[src/rtl/dac_output_formatter.sv]
// dac_output_formatter: 3-stage DAC code formatter.
// Stages: round/drop, offset/saturate, mute/format + clip flag and counter.
//
// Ports
//   clk_in, reset         : clock, synchronous active-high reset
//   data_valid_in         : DATA_IN/drop carry a new sample
//   DATA_IN [IN_WIDTH]    : signed input sample
//   drop [DROP_WIDTH]     : LSBs to discard (clamped to IN_WIDTH-OUT_WIDTH)
//   dc_offset [OUT_WIDTH] : signed trim, used in stage 2
//   mute, fmt             : used in stage 3 (fmt 0 = offset binary)
//   clip_clr              : clears clip_count
//   data_valid_out        : DATA_OUT updated this cycle
//   DATA_OUT [OUT_WIDTH]  : DAC code word
//   clip                  : clip hold flag
//   clip_count [CNT_WIDTH]: saturating clipped-sample count
module dac_output_formatter #(
  parameter int IN_WIDTH   = 27,
  parameter int OUT_WIDTH  = 14,
  parameter int DROP_WIDTH = 5,
  parameter int CLIP_HOLD  = 4800000,
  parameter int CNT_WIDTH  = 16
) (
  input  logic                  clk_in,
  input  logic                  reset,
  input  logic                  data_valid_in,
  input  logic [IN_WIDTH-1:0]   DATA_IN,
  input  logic [DROP_WIDTH-1:0] drop,
  input  logic [OUT_WIDTH-1:0]  dc_offset,
  input  logic                  mute,
  input  logic                  fmt,
  input  logic                  clip_clr,
  output logic                  data_valid_out,
  output logic [OUT_WIDTH-1:0]  DATA_OUT,
  output logic                  clip,
  output logic [CNT_WIDTH-1:0]  clip_count
);

  localparam int SW = IN_WIDTH + 1;
  localparam int TW = IN_WIDTH + 2;
  localparam int HW = $clog2(CLIP_HOLD) + 1;

  localparam logic [DROP_WIDTH-1:0] DMAX =
    DROP_WIDTH'(IN_WIDTH - OUT_WIDTH);
  localparam logic signed [TW-1:0] YMAX =
    TW'((64'sd1 <<< (OUT_WIDTH - 1)) - 64'sd1);
  // ~max == -max-1 in two's complement
  localparam logic signed [TW-1:0] YMIN = ~YMAX;
  localparam logic [OUT_WIDTH-1:0] MID =
    {1'b1, {(OUT_WIDTH-1){1'b0}}};

  // stage 1: clamp drop, add half-LSB, arithmetic shift
  logic [DROP_WIDTH-1:0] d;
  logic signed [SW-1:0]  half;
  logic signed [SW-1:0]  sum;
  logic signed [SW-1:0]  s1;
  logic                  v1;

  always_comb begin
    d    = (drop > DMAX) ? DMAX : drop;
    half = '0;
    if (d != '0)
      half = SW'(1) << (d - 1'b1);
    sum = $signed({DATA_IN[IN_WIDTH-1], DATA_IN}) + half;
  end

  always_ff @(posedge clk_in) begin
    if (reset) begin
      v1 <= 1'b0;
      s1 <= '0;
    end else begin
      v1 <= data_valid_in;
      if (data_valid_in)
        s1 <= sum >>> d;
    end
  end

  // stage 2: offset and saturate
  logic signed [TW-1:0]  t;
  logic [OUT_WIDTH-1:0]  y;
  logic                  sat;
  logic [OUT_WIDTH-1:0]  y2;
  logic                  clip2;
  logic                  v2;

  always_comb begin
    t = $signed({s1[SW-1], s1}) +
        $signed({{(TW-OUT_WIDTH){dc_offset[OUT_WIDTH-1]}},
                 dc_offset});
    y   = t[OUT_WIDTH-1:0];
    sat = 1'b0;
    if (t > YMAX) begin
      y   = YMAX[OUT_WIDTH-1:0];
      sat = 1'b1;
    end else if (t < YMIN) begin
      y   = YMIN[OUT_WIDTH-1:0];
      sat = 1'b1;
    end
  end

  always_ff @(posedge clk_in) begin
    if (reset) begin
      v2    <= 1'b0;
      y2    <= '0;
      clip2 <= 1'b0;
    end else begin
      v2 <= v1;
      if (v1) begin
        y2    <= y;
        clip2 <= sat;
      end
    end
  end

  // stage 3: mute, output format, clip tracking
  logic [OUT_WIDTH-1:0] yv;
  logic [OUT_WIDTH-1:0] code;
  logic                 evt;
  logic [HW-1:0]        hold;

  always_comb begin
    yv   = mute ? '0 : y2;
    code = fmt ? yv : {~yv[OUT_WIDTH-1], yv[OUT_WIDTH-2:0]};
    evt  = v2 & clip2;
  end

  always_ff @(posedge clk_in) begin
    if (reset) begin
      data_valid_out <= 1'b0;
      DATA_OUT       <= fmt ? '0 : MID;
    end else begin
      data_valid_out <= v2;
      if (v2)
        DATA_OUT <= code;
    end
  end

  // flag covers the event cycle plus CLIP_HOLD-1 countdown cycles
  always_ff @(posedge clk_in) begin
    if (reset) begin
      hold <= '0;
      clip <= 1'b0;
    end else begin
      clip <= evt | (hold != '0);
      if (evt)
        hold <= HW'(CLIP_HOLD - 1);
      else if (hold != '0)
        hold <= hold - 1'b1;
    end
  end

  always_ff @(posedge clk_in) begin
    if (reset)
      clip_count <= '0;
    else if (clip_clr)
      clip_count <= evt ? CNT_WIDTH'(1) : '0;
    else if (evt && clip_count != '1)
      clip_count <= clip_count + 1'b1;
  end

endmodule

[config.mk]
export PLATFORM = sky130hd
export DESIGN_NAME = dac_output_formatter
export DESIGN_NICKNAME = d
export VERILOG_FILES = /design/src/rtl/dac_output_formatter.sv
export SDC_FILE = /design/constraint.sdc
export NUM_CORES = 1
export LEC_CHECK = 0
export BUFFER_PORTS_ARGS = -buffer_cell sky130_fd_sc_hd__buf_2
export CAP_MARGIN = 20
export CORE_MARGIN = 8
export CORE_UTILIZATION = 40
export CTS_CLUSTER_DIAMETER = 120
export DETAILED_ROUTE_END_ITERATION = 16
export PLACE_DENSITY_LB_ADDON = 0.25
export REMOVE_ABC_BUFFERS = 1
export SLEW_MARGIN = 5
export SYNTH_ARGS = -nofsm -noshare
export SYNTH_HDL_FRONTEND = slang
export SYNTH_SLANG_ARGS = --single-unit
[constraint.sdc]
create_clock -name clk_in -period 6.5 [get_ports clk_in]
set_input_delay 0.65 -clock clk_in [delete_from_list [all_inputs] [get_ports clk_in]]
set_output_delay 0.65 -clock clk_in [all_outputs]
set_load 0.05 [all_outputs]
==> results of run 1 <==
-- flip-flops by register name, summed over array words and instances (netlist names) --
| register | count |
|---|---|
| s1 | 28 |
| hold | 24 |
| clip_count | 16 |
| DATA_OUT | 14 |
| y2 | 14 |
| clip | 1 |
| clip2 | 1 |
| data_valid_out | 1 |
| v1 | 1 |
| v2 | 1 |
-- through the flow --
stage	hold slack, ns	cells
after floorplan	0.429	1077
after global placement	0.458	1449
after detailed placement	0.469	1449
after CTS	0.484	1465
after global routing	0.511	1465
final	0.480	1465
-- per-layer routing --
metal | GRT usage [%] | up-vias | wire [um]
met1 | 22.5 | 3823 | 11100
met2 | 28.0 | 220 | 10600
met5 | 0 | - | 0
li1 | - | 4280 | -
met4 | 4.50 | 0 | 362
met3 | 2.85 | 34 | 1270
-- cells by family after synthesis --
kind of cell,count (synthesis),synth area share (%)
compound gates,362,29.6
other cells,1,0.0420
simple gates,419,22.8
xor+xnor,74,7.35
flops,101,24.2
mux,29,3.48
fa+ha+maj,59,8.44
buf+inv,83,4.03
-- where the power goes --
| part | leakage [nW] | internal (mW) | switching (mW) |
|---|---|---|---|
| clock network | 0.146 | 0.277 | 0.243 |
| registers | 0.861 | 0.742 | 0.0821 |
| logic | 2.94 | 0.449 | 0.660 |
-- worst max-delay path: cells and delay by family --
kind	cells	cell delay [ns]
and+or+nand+nor	9	2.35
AOI/OAI and AO/OA	6	1.44
buffers and inverters	1	0.15
adders and majority gates	2	0.65
-- how the worst min path moves through the flow --
stage	start	end	slack [ns]	cells past startpoint
5_1_grt	hold[7]$_SDFFE_PP0P_	hold[7]$_SDFFE_PP0P_	0.51	2
4_1_cts	s1[16]$_SDFFE_PP0P_	s1[16]$_SDFFE_PP0P_	0.48	1
3_5_place_dp	s1[16]$_SDFFE_PP0P_	s1[16]$_SDFFE_PP0P_	0.47	1
6_report	s1[16]$_SDFFE_PP0P_	s1[16]$_SDFFE_PP0P_	0.48	1
2_1_floorplan	s1[21]$_SDFFE_PP0P_	s1[21]$_SDFFE_PP0P_	0.43	2
3_3_place_gp	s1[16]$_SDFFE_PP0P_	s1[16]$_SDFFE_PP0P_	0.46	1
-- cells in the final DEF (no fill, tap or decap), drive strengths merged, types with 8 or more instances in the layout --
| cell | n |
|---|---|
| a211oi | 20 |
| a21o | 15 |
| a21oi | 107 |
| a311oi | 11 |
| a31oi | 10 |
| and2 | 20 |
| and3 | 15 |
| buf | 92 |
| clkbuf | 10 |
| conb | 14 |
| dfxtp | 87 |
| edfxtp | 14 |
| ha | 57 |
| inv | 24 |
| mux2i | 22 |
| nand2 | 104 |
| nand2b | 16 |
| nand3 | 34 |
| nand4 | 14 |
| nor2 | 135 |
| nor2b | 11 |
| nor3 | 14 |
| nor4 | 10 |
| o211ai | 28 |
| o21a | 10 |
| o21ai | 59 |
| o22ai | 8 |
| o32ai | 16 |
| or2 | 8 |
| or3 | 17 |
| xnor2 | 40 |
| xor2 | 34 |
-- layout make-up --
| cell class | instances | area, um2 | area share [%] |
|---|---|---|---|
| sequential | 101 | 2160 | 22.0 |
| clock inverter | 6 | 50.0 | 0.509 |
| inverter | 19 | 71.3 | 0.726 |
| tap | 280 | 350 | 3.57 |
| timing repair buffer | 92 | 483 | 4.92 |
| multi-input combinational | 957 | 6470 | 65.8 |
| clock buffer | 10 | 239 | 2.43 |
==> flow_metrics.py, run 1 <==
metrics = {
    "global_routing": {
        "grtUsageTotal_pct": 17.0,
        "grt_pass1_vias": 7799,
        "grt_max_degree": 42,
        "grt_pass1_wl_um": 38600,
        "gr-total-overflow": 0,
        "antenna_found_initial": 0,
    },
    "synthesis": {
        "yosys_warnings": 0,
        "yosys-top-cells-count": "nor2_1 (135), nand2_1 (104), a21oi_1 (102), dfxtp_1 (87), ha_1 (57)",
        "synthTopCellsByArea": "dfxtp_1 (20%), ha_1 (8.0%), a21oi_1 (5.7%), nor2_1 (5.7%), edfxtp_1 (4.7%)",
        "netlist_area_um2": 8920,
        "synth.top_cell.area_share_pct": 19.5,
        "synth_area_leader_cell": "dfxtp_1",
        "synth_edf_count": 14,
        "synthDistinctLibCells": 100,
        "synthCells": 1128,
        "synth.avg_cell_area_um2": 7.91,
        "ys_ff_latch": 101,
        "synthFlopType": "dfxtp_1",
        "yosysMostFrequentCell": "nor2_1",
        "ys_seq_area_share_pct": 24.2,
        "async_reset_ff_share_pct": 0,
    },
    "cells_and_area": {
        "drive_gt1_share_pct": 14.6,
        "antenna_cells": 0,
        "syn2layout_area_growth_pct": 10.1,
        "utilization_pct": 44.9,
        "fin_area_um2": 9820,
        "layout.nets": 1291,
        "fillers": 2206,
    },
    "clock_tree": {
        "cts_buffer_depth": 2,
        "cts_buffers": 9,
        "path_clk_slew_ns": 0.07,
        "htree_levels": 3,
        "insertion_delay_ns": 0.35,
        "cts_root_buffer": "clkbuf_16",
        "holdBufCountCts": 0,
        "post_cts_resized": 0,
        "cts_sinks": 101,
        "postCtsSetupBuffers": 0,
        "cts_tree": "built",
    },
    "route": {
        "vias": 8357,
        "drc": 0,
        "ant_nets": 0,
        "totalWireLength_um": 23400,
        "via_per_inst": 5.70,
        "dr.pass1.iters": 5,
        "drt_iter0_drc": 494,
        "wl_per_cell_um": 15.9,
    },
    "power": {
        "ir_drop_mv": 0.147,
        "power_density_nw_per_um2": 250,
        "p_leak_nw": 3.95,
        "power_mw": 2.45,
    },
    "floorplanning": {
        "pin_count": 84,
        "fp-row-count": 54,
        "start_util_pct": 40.7,
        "die-area_um2": 27300,
        "fp.dieH_um": 165,
        "core_area_um2": 21900,
        "fp.dieW_um": 165,
    },
    "worst_setup_path": {
        "endpoint_kind": "register",
        "cp_common_cell": "nand2_1",
        "crit_required_ns": 6.70,
        "cp_cell_sequence": "buf_2, or2_2, nand2_1, nand2_1, nand3_1, nor2_1, ha_1, fa_1, a21o_1, a221o_1, nand2_1, nand3_1, nor4b_1, or4_1, a21oi_1, o21ai_0, a31oi_1, a21oi_1",
        "r2r_start": "s1[0]$_SDFFE_PP0P_",
        "critPathLaunch": "drop[4]",
        "max_stage_delay_ns": 0.54,
        "startpoint_type": "primary input",
        "r2r_cells": 11,
        "r2r_setup_slack_ns": 2.75,
        "slowest_stage": "or2_2",
        "arrival_ns": 5.26,
        "crit_end": "s1[9]$_SDFFE_PP0P_",
        "reg2reg_to": "y2[6]$_SDFFE_PP0P_",
        "crit_fanout": 32,
        "path_class": "primary input to register",
    },
    "timing": {
        "rsz0062_at_grt": "no",
        "finClkSkew_ns": 0.00556,
        "period_minus_slack_ns": 5.06,
        "fmax_mhz": 198,
        "hold_viol": 0,
        "finalSetupTns_ns": 0,
        "post-route-period-util_pct": 77.9,
        "tightest_slew_ns": 0.827,
        "finalMaxSlewViolations": 0,
        "relSlewSlack_pct": 44.8,
        "worst_slack_ns": 1.44,
        "setup_viol": 0,
    },
    "worst_hold_path": {
        "hold_path.class": "register to register",
    },
    "outcome": {
        "status": "finished clean",
    },
    "placed_design": {
        "dp_slack_ns": 1.14,
        "gp_congestion": 0.950,
        "io_buffers": 83,
        "hpwl_um": 18300,
        "placed_cell_area_um2": 9530,
    },
    "flow_run": {
        "drv_cap": 0,
    },
}
Power figures use the tool's default switching activity.
==> run 2, diff against run 1 <==
clock period = 4.3 ns   (was 6.5 ns; I/O delays follow)
==> run 2 against run 1 <==
  * Clock power up 64%
  * Critical endpoint is now s1[15]$_SDFFE_PP0P_
  * Largest cell class unchanged
  * Critical path type unchanged
  * Combinational power up 55%
  * Non-clock buffer count up 41
  * Largest power group unchanged
==> flow_metrics.py, run 2 (synthesized netlist as in run 1, its figures left out) <==
metrics = {
    "floorplanning": {
        "fp.dieW_um": 165,
        "start_util_pct": 40.7,
        "fp.dieH_um": 165,
        "die-area_um2": 27300,
        "core_area_um2": 21900,
        "fp-row-count": 54,
        "pin_count": 84,
    },
    "route": {
        "totalWireLength_um": 23900,
        "drc": 0,
        "vias": 8569,
        "via_per_inst": 5.69,
        "dr.pass1.iters": 6,
        "ant_nets": 0,
        "wl_per_cell_um": 15.9,
        "drt_iter0_drc": 498,
    },
    "worst_setup_path": {
        "r2r_start": "s1[0]$_SDFFE_PP0P_",
        "path_class": "primary input to register",
        "r2r_cells": 13,
        "arrival_ns": 4.24,
        "reg2reg_to": "y2[0]$_SDFFE_PP0P_",
        "endpoint_kind": "register",
        "startpoint_type": "primary input",
        "crit_fanout": 17,
        "r2r_setup_slack_ns": 0.81,
        "crit_required_ns": 4.59,
    },
    "global_routing": {
        "grt_pass1_wl_um": 39700,
        "grt_pass1_vias": 8174,
        "grtUsageTotal_pct": 17.5,
        "grt_max_degree": 39,
        "gr-total-overflow": 0,
        "antenna_found_initial": 0,
    },
    "cells_and_area": {
        "multiInputGateArea_um2": 6470,
        "regMostFlops": "s1",
        "largest_reg_flops": 28,
        "layout_common_cells": "nor2_1 (134), nand2_1 (104), a21oi_1 (102)",
        "regArea_um2": 2160,
        "drive_gt1_share_pct": 17.5,
        "layout_commonest_cell": "nor2_1",
        "layout.nets": 1332,
        "reg.largest.list": "s1: 28 flops, hold: 24 flops, clip_count: 16 flops",
        "syn2layout_area_growth_pct": 13.8,
        "antenna_cells": 0,
        "utilization_pct": 46.4,
        "final-instance-count-excl-fill": 1506,
        "fillers": 2201,
    },
    "power": {
        "clockPowerShare_pct": 22.3,
        "p_seq_share_pct": 32.5,
        "p_int_mw": 2.30,
        "power_density_nw_per_um2": 376,
        "ir_drop_mv": 0.210,
        "p_leak_nw": 4.15,
        "swShare_pct": 39.6,
        "switchingPower_mw": 1.51,
        "comb_power_share_pct": 45.1,
    },
    "timing": {
        "hold_viol": 0,
        "rsz0062_at_grt": "no",
        "post-route-period-util_pct": 91.9,
        "relSlewSlack_pct": 53.2,
        "finClkSkew_ns": 0.0102,
        "fin_hold_ws_ns": 0.380,
        "fmax_mhz": 253,
        "setup_viol": 0,
        "period_minus_slack_ns": 3.95,
        "finalMaxSlewViolations": 0,
        "tightest_slew_ns": 0.700,
    },
    "worst_hold_path": {
        "min_from": "clip_clr",
        "hold_path.class": "primary input to register",
        "whs_endpoint": "clip_count[0]$_SDFFE_PP0P_",
        "min_path_cells": 3,
    },
    "flow_run": {
        "drv_cap": 0,
    },
    "clock_tree": {
        "cts_buffers": 9,
        "cts_root_buffer": "clkbuf_16",
        "insertion_delay_ns": 0.36,
        "postCtsSetupBuffers": 0,
        "cts_sinks": 101,
        "path_clk_slew_ns": 0.07,
        "htree_levels": 3,
        "post_cts_resized": 0,
        "cts_buffer_depth": 2,
        "cts_tree": "built",
        "holdBufCountCts": 0,
    },
    "placed_design": {
        "gp_congestion": 0.918,
        "place_inst": 1490,
        "io_buffers": 83,
        "hpwl_um": 18900,
    },
    "outcome": {
        "status": "finished clean",
    },
}
-- run 2: worst max-delay path, cell delays in order --
cell,delay (ns)
buf_2,0.11
or2_2,0.32
buf_4,0.21
nand2_1,0.23
nor2_1,0.10
ha_1,0.33
a21oi_1,0.10
o22ai_1,0.43
nand2_1,0.19
a31oi_1,0.39
a211oi_1,0.17
xnor2_1,0.25
mux2i_1,0.16
a221oi_2,0.39
buf_4,0.19
a32o_1,0.12
o2bb2ai_1,0.11
-- run 2: area by class of cell --
type / count / share of cell area (%)
flip-flops and latches: 101 / 21.3
multi-input cells: 957 / 63.7
clock buffers: 9 / 2.22
clock inverters: 7 / 0.838
repair buffers: 133 / 7.79
well taps: 280 / 3.45
inverters: 19 / 0.702
-- run 2: worst max-delay path by stage --
stage	startpoint	endpoint	slack [ns]	cells past startpoint
final	drop[4]	s1[15]$_SDFFE_PP0P_	0.35	17
after global routing	drop[2]	s1[23]$_SDFFE_PP0P_	0.02	16
after CTS	drop[2]	s1[16]$_SDFFE_PP0P_	0.40	16
after detailed placement	drop[2]	s1[16]$_SDFFE_PP0P_	0.03	16
after global placement	drop[2]	s1[16]$_SDFFE_PP0P_	0.12	16
after floorplan	drop[1]	s1[15]$_SDFFE_PP0P_	-2.17	14
-- run 2: per-stage QoR --
step,TNS (ns),setup slack [ns],power [mW],area [um2]
2_1_floorplan,-55.10,-2.17,2.55,8680
3_3_place_gp,0,0.116,2.95,9840
3_5_place_dp,0,0.0347,2.97,9840
4_1_cts,0,0.397,3.83,10200
5_1_grt,0,0.0230,4.11,10200
6_report,0,0.346,3.82,10200
-- run 2: power by group through the flow --
stage	Sequential, mW	Clock (mW)	Combinational [mW]
2_1_floorplan	1.28	0	1.27
3_3_place_gp	1.26	0	1.69
3_5_place_dp	1.26	0	1.70
4_1_cts	1.24	0.877	1.72
5_1_grt	1.26	0.911	1.93
6_report	1.24	0.852	1.72
-- run 2: layer usage --
layer | routed length (um) | vias to the layer above | global-route usage (%)
li1 | - | 4401 | -
met1 | 11400 | 3962 | 23.3
met2 | 10900 | 180 | 29.3
met3 | 1170 | 26 | 2.21
met4 | 402 | 0 | 4.55
met5 | 0 | - | 0
==> run 3, diff against run 2 <==
clock period = 3.2 ns   (was 4.3 ns; I/O delays follow)
==> run 3 against run 2 <==
  * The run now ends with setup timing left
  * Sequential power rose by 35%
  * Critical path depth rose by 2
  * Total power rose by 52%
  * Routed wire length rose by 18%
  * Global-route usage rose by 1.9 points
  * Worst hold slack got worse by 0.11 ns
  * Critical path type unchanged
==> flow_metrics.py, run 3 (synthesized netlist as in run 1, its figures left out) <==
metrics = {
    "outcome": {
        "status": "finished, violations left",
        "violations": "setup timing",
    },
    "route": {
        "wl_per_cell_um": 16.9,
        "drc": 0,
        "vias": 9393,
        "totalWireLength_um": 28100,
        "dr.pass1.iters": 5,
        "ant_nets": 0,
        "via_per_inst": 5.64,
        "drt_iter0_drc": 602,
    },
    "clock_tree": {
        "holdBufCountCts": 0,
        "insertion_delay_ns": 0.35,
        "htree_levels": 3,
        "cts_buffer_depth": 2,
        "path_clk_slew_ns": 0.07,
        "cts_root_buffer": "clkbuf_16",
        "cts_sinks": 101,
        "cts_buffers": 9,
        "cts_tree": "built",
    },
    "placed_design": {
        "io_buffers": 83,
        "place_inst": 1614,
        "dp_slack_ns": -1.02,
        "hpwl_um": 20300,
        "gp_congestion": 0.908,
    },
    "power": {
        "p_leak_nw": 5.22,
        "p_seq_share_pct": 28.8,
        "swShare_pct": 39.6,
        "p_int_mw": 3.52,
        "power_density_nw_per_um2": 460,
        "ir_drop_mv": 0.366,
        "clockPowerShare_pct": 19.0,
        "comb_power_share_pct": 52.2,
        "switchingPower_mw": 2.30,
    },
    "timing": {
        "post-route-period-util_pct": 111,
        "rsz0062_at_grt": "yes",
        "fmax_mhz": 282,
        "worst_slack_ns": -0.343,
        "relSlewSlack_pct": 52.8,
        "finalMaxSlewViolations": 0,
        "setup_viol": 41,
        "tightest_slew_ns": 0.705,
        "hold_viol": 0,
        "period_minus_slack_ns": 3.54,
        "finClkSkew_ns": 0.0122,
    },
    "global_routing": {
        "antenna_found_initial": 0,
        "grt_pass1_vias": 9033,
        "grtUsageTotal_pct": 19.4,
        "grt_pass1_wl_um": 44300,
        "gr-total-overflow": 0,
        "grt_max_degree": 39,
    },
    "cells_and_area": {
        "syn2layout_area_growth_pct": 41.7,
        "regMostFlops": "s1",
        "reg.largest.list": "s1: 28 flops, hold: 24 flops, clip_count: 16 flops",
        "drive_gt1_share_pct": 37.9,
        "final-instance-count-excl-fill": 1666,
        "layout.nets": 1492,
        "utilization_pct": 57.7,
        "fillers": 1947,
        "layout_commonest_cell": "buf_4",
        "largest_reg_flops": 28,
        "layout_common_cells": "buf_4 (179), nor2_1 (116), nand2_1 (92)",
        "antenna_cells": 0,
    },
    "floorplanning": {
        "core_area_um2": 21900,
        "pin_count": 84,
        "die-area_um2": 27300,
        "fp.dieW_um": 165,
        "fp-row-count": 54,
        "fp.dieH_um": 165,
        "start_util_pct": 40.7,
    },
    "worst_hold_path": {
        "hold_path.class": "primary input to register",
    },
    "worst_setup_path": {
        "crit_fanout": 5,
        "endpoint_kind": "register",
        "crit_required_ns": 3.45,
        "path_class": "primary input to register",
        "arrival_ns": 3.79,
        "startpoint_type": "primary input",
    },
    "flow_run": {
        "drv_cap": 0,
    },
}
==> run 3: through the flow <==
| stage | TNS [ns] | hold slack [ns] | total power [mW] | instance area [um2] |
|---|---|---|---|---|
| 6_report | -6.75 | 0.274 | 5.82 | 12600 |
| 5_1_grt | -11.80 | 0.288 | 6.20 | 12600 |
| 4_1_cts | -5.88 | 0.270 | 5.65 | 11900 |
| 3_5_place_dp | -27.18 | 0.470 | 4.28 | 10800 |
| 3_3_place_gp | -25.26 | 0.465 | 4.24 | 10800 |
| 2_1_floorplan | -83.62 | 0.387 | 3.42 | 8680 |
==> run 3: repair_timing <==
item / CTS / global route
hold endpoints to repair: 0 / 0
buffers inserted: 20 / 19
setup endpoints to repair: 42 / 42
gates resized for setup: 136 / 118
pin swaps: 56 / 52
gates cloned: 2 / 0
==> run 3: final timing paths <==
path / startpoint / to / slack (ns) / cells past startpoint
worst max register to register: s1[0]$_SDFFE_PP0P_ / y2[8]$_SDFFE_PP0P_ / -0.09 / 15
worst min register to register: s1[21]$_SDFFE_PP0P_ / s1[21]$_SDFFE_PP0P_ / 0.47 / 2
worst max-delay path: drop[3] / s1[8]$_SDFFE_PP0P_ / -0.34 / 19
worst min-delay path: clip_clr / clip_count[0]$_SDFFE_PP0P_ / 0.27 / 3
==> run 3: final cells by class <==
class                   count  area [um2]  area share (%)
clock inverters             6        48.8           0.386
multi-input cells         957        7560            59.8
repair buffers            293        2200            17.4
flip-flops and latches    101        2160            17.1
clock buffers              10         250            1.98
well taps                 280         350            2.77
inverters                  19        71.3           0.564
==> run 3: critical path: stages <==
cell and delay [ns]:
buf_8 0.10, buf_6 0.11, a311oi_4 0.33, buf_6 0.17
buf_6 0.11, nand2_8 0.07, nor2_4 0.13, ha_4 0.22
buf_4 0.14, a31oi_1 0.37, nand2_1 0.17, a311oi_1 0.36
nor3_1 0.14, mux2_2 0.31, o21ai_2 0.15, mux2i_2 0.10
buf_4 0.14, a22o_1 0.19, a21o_1 0.14
==> run 3: power by group through the flow <==
stage	logic (mW)	registers (mW)	clock network (mW)
floorplan	1.70	1.72	0
global placement	2.55	1.69	0
detailed placement	2.59	1.70	0
CTS	2.85	1.67	1.13
global route	3.32	1.70	1.17
finish	3.04	1.68	1.11
==> run 3: routing by layer <==
metal | track usage [%] | vias to the layer above | routed length, um
met5 | 0 | - | 0
met4 | 5.44 | 0 | 478
met3 | 1.69 | 38 | 1180
met2 | 34.0 | 214 | 13900
met1 | 24.9 | 4454 | 12600
li1 | - | 4687 | -
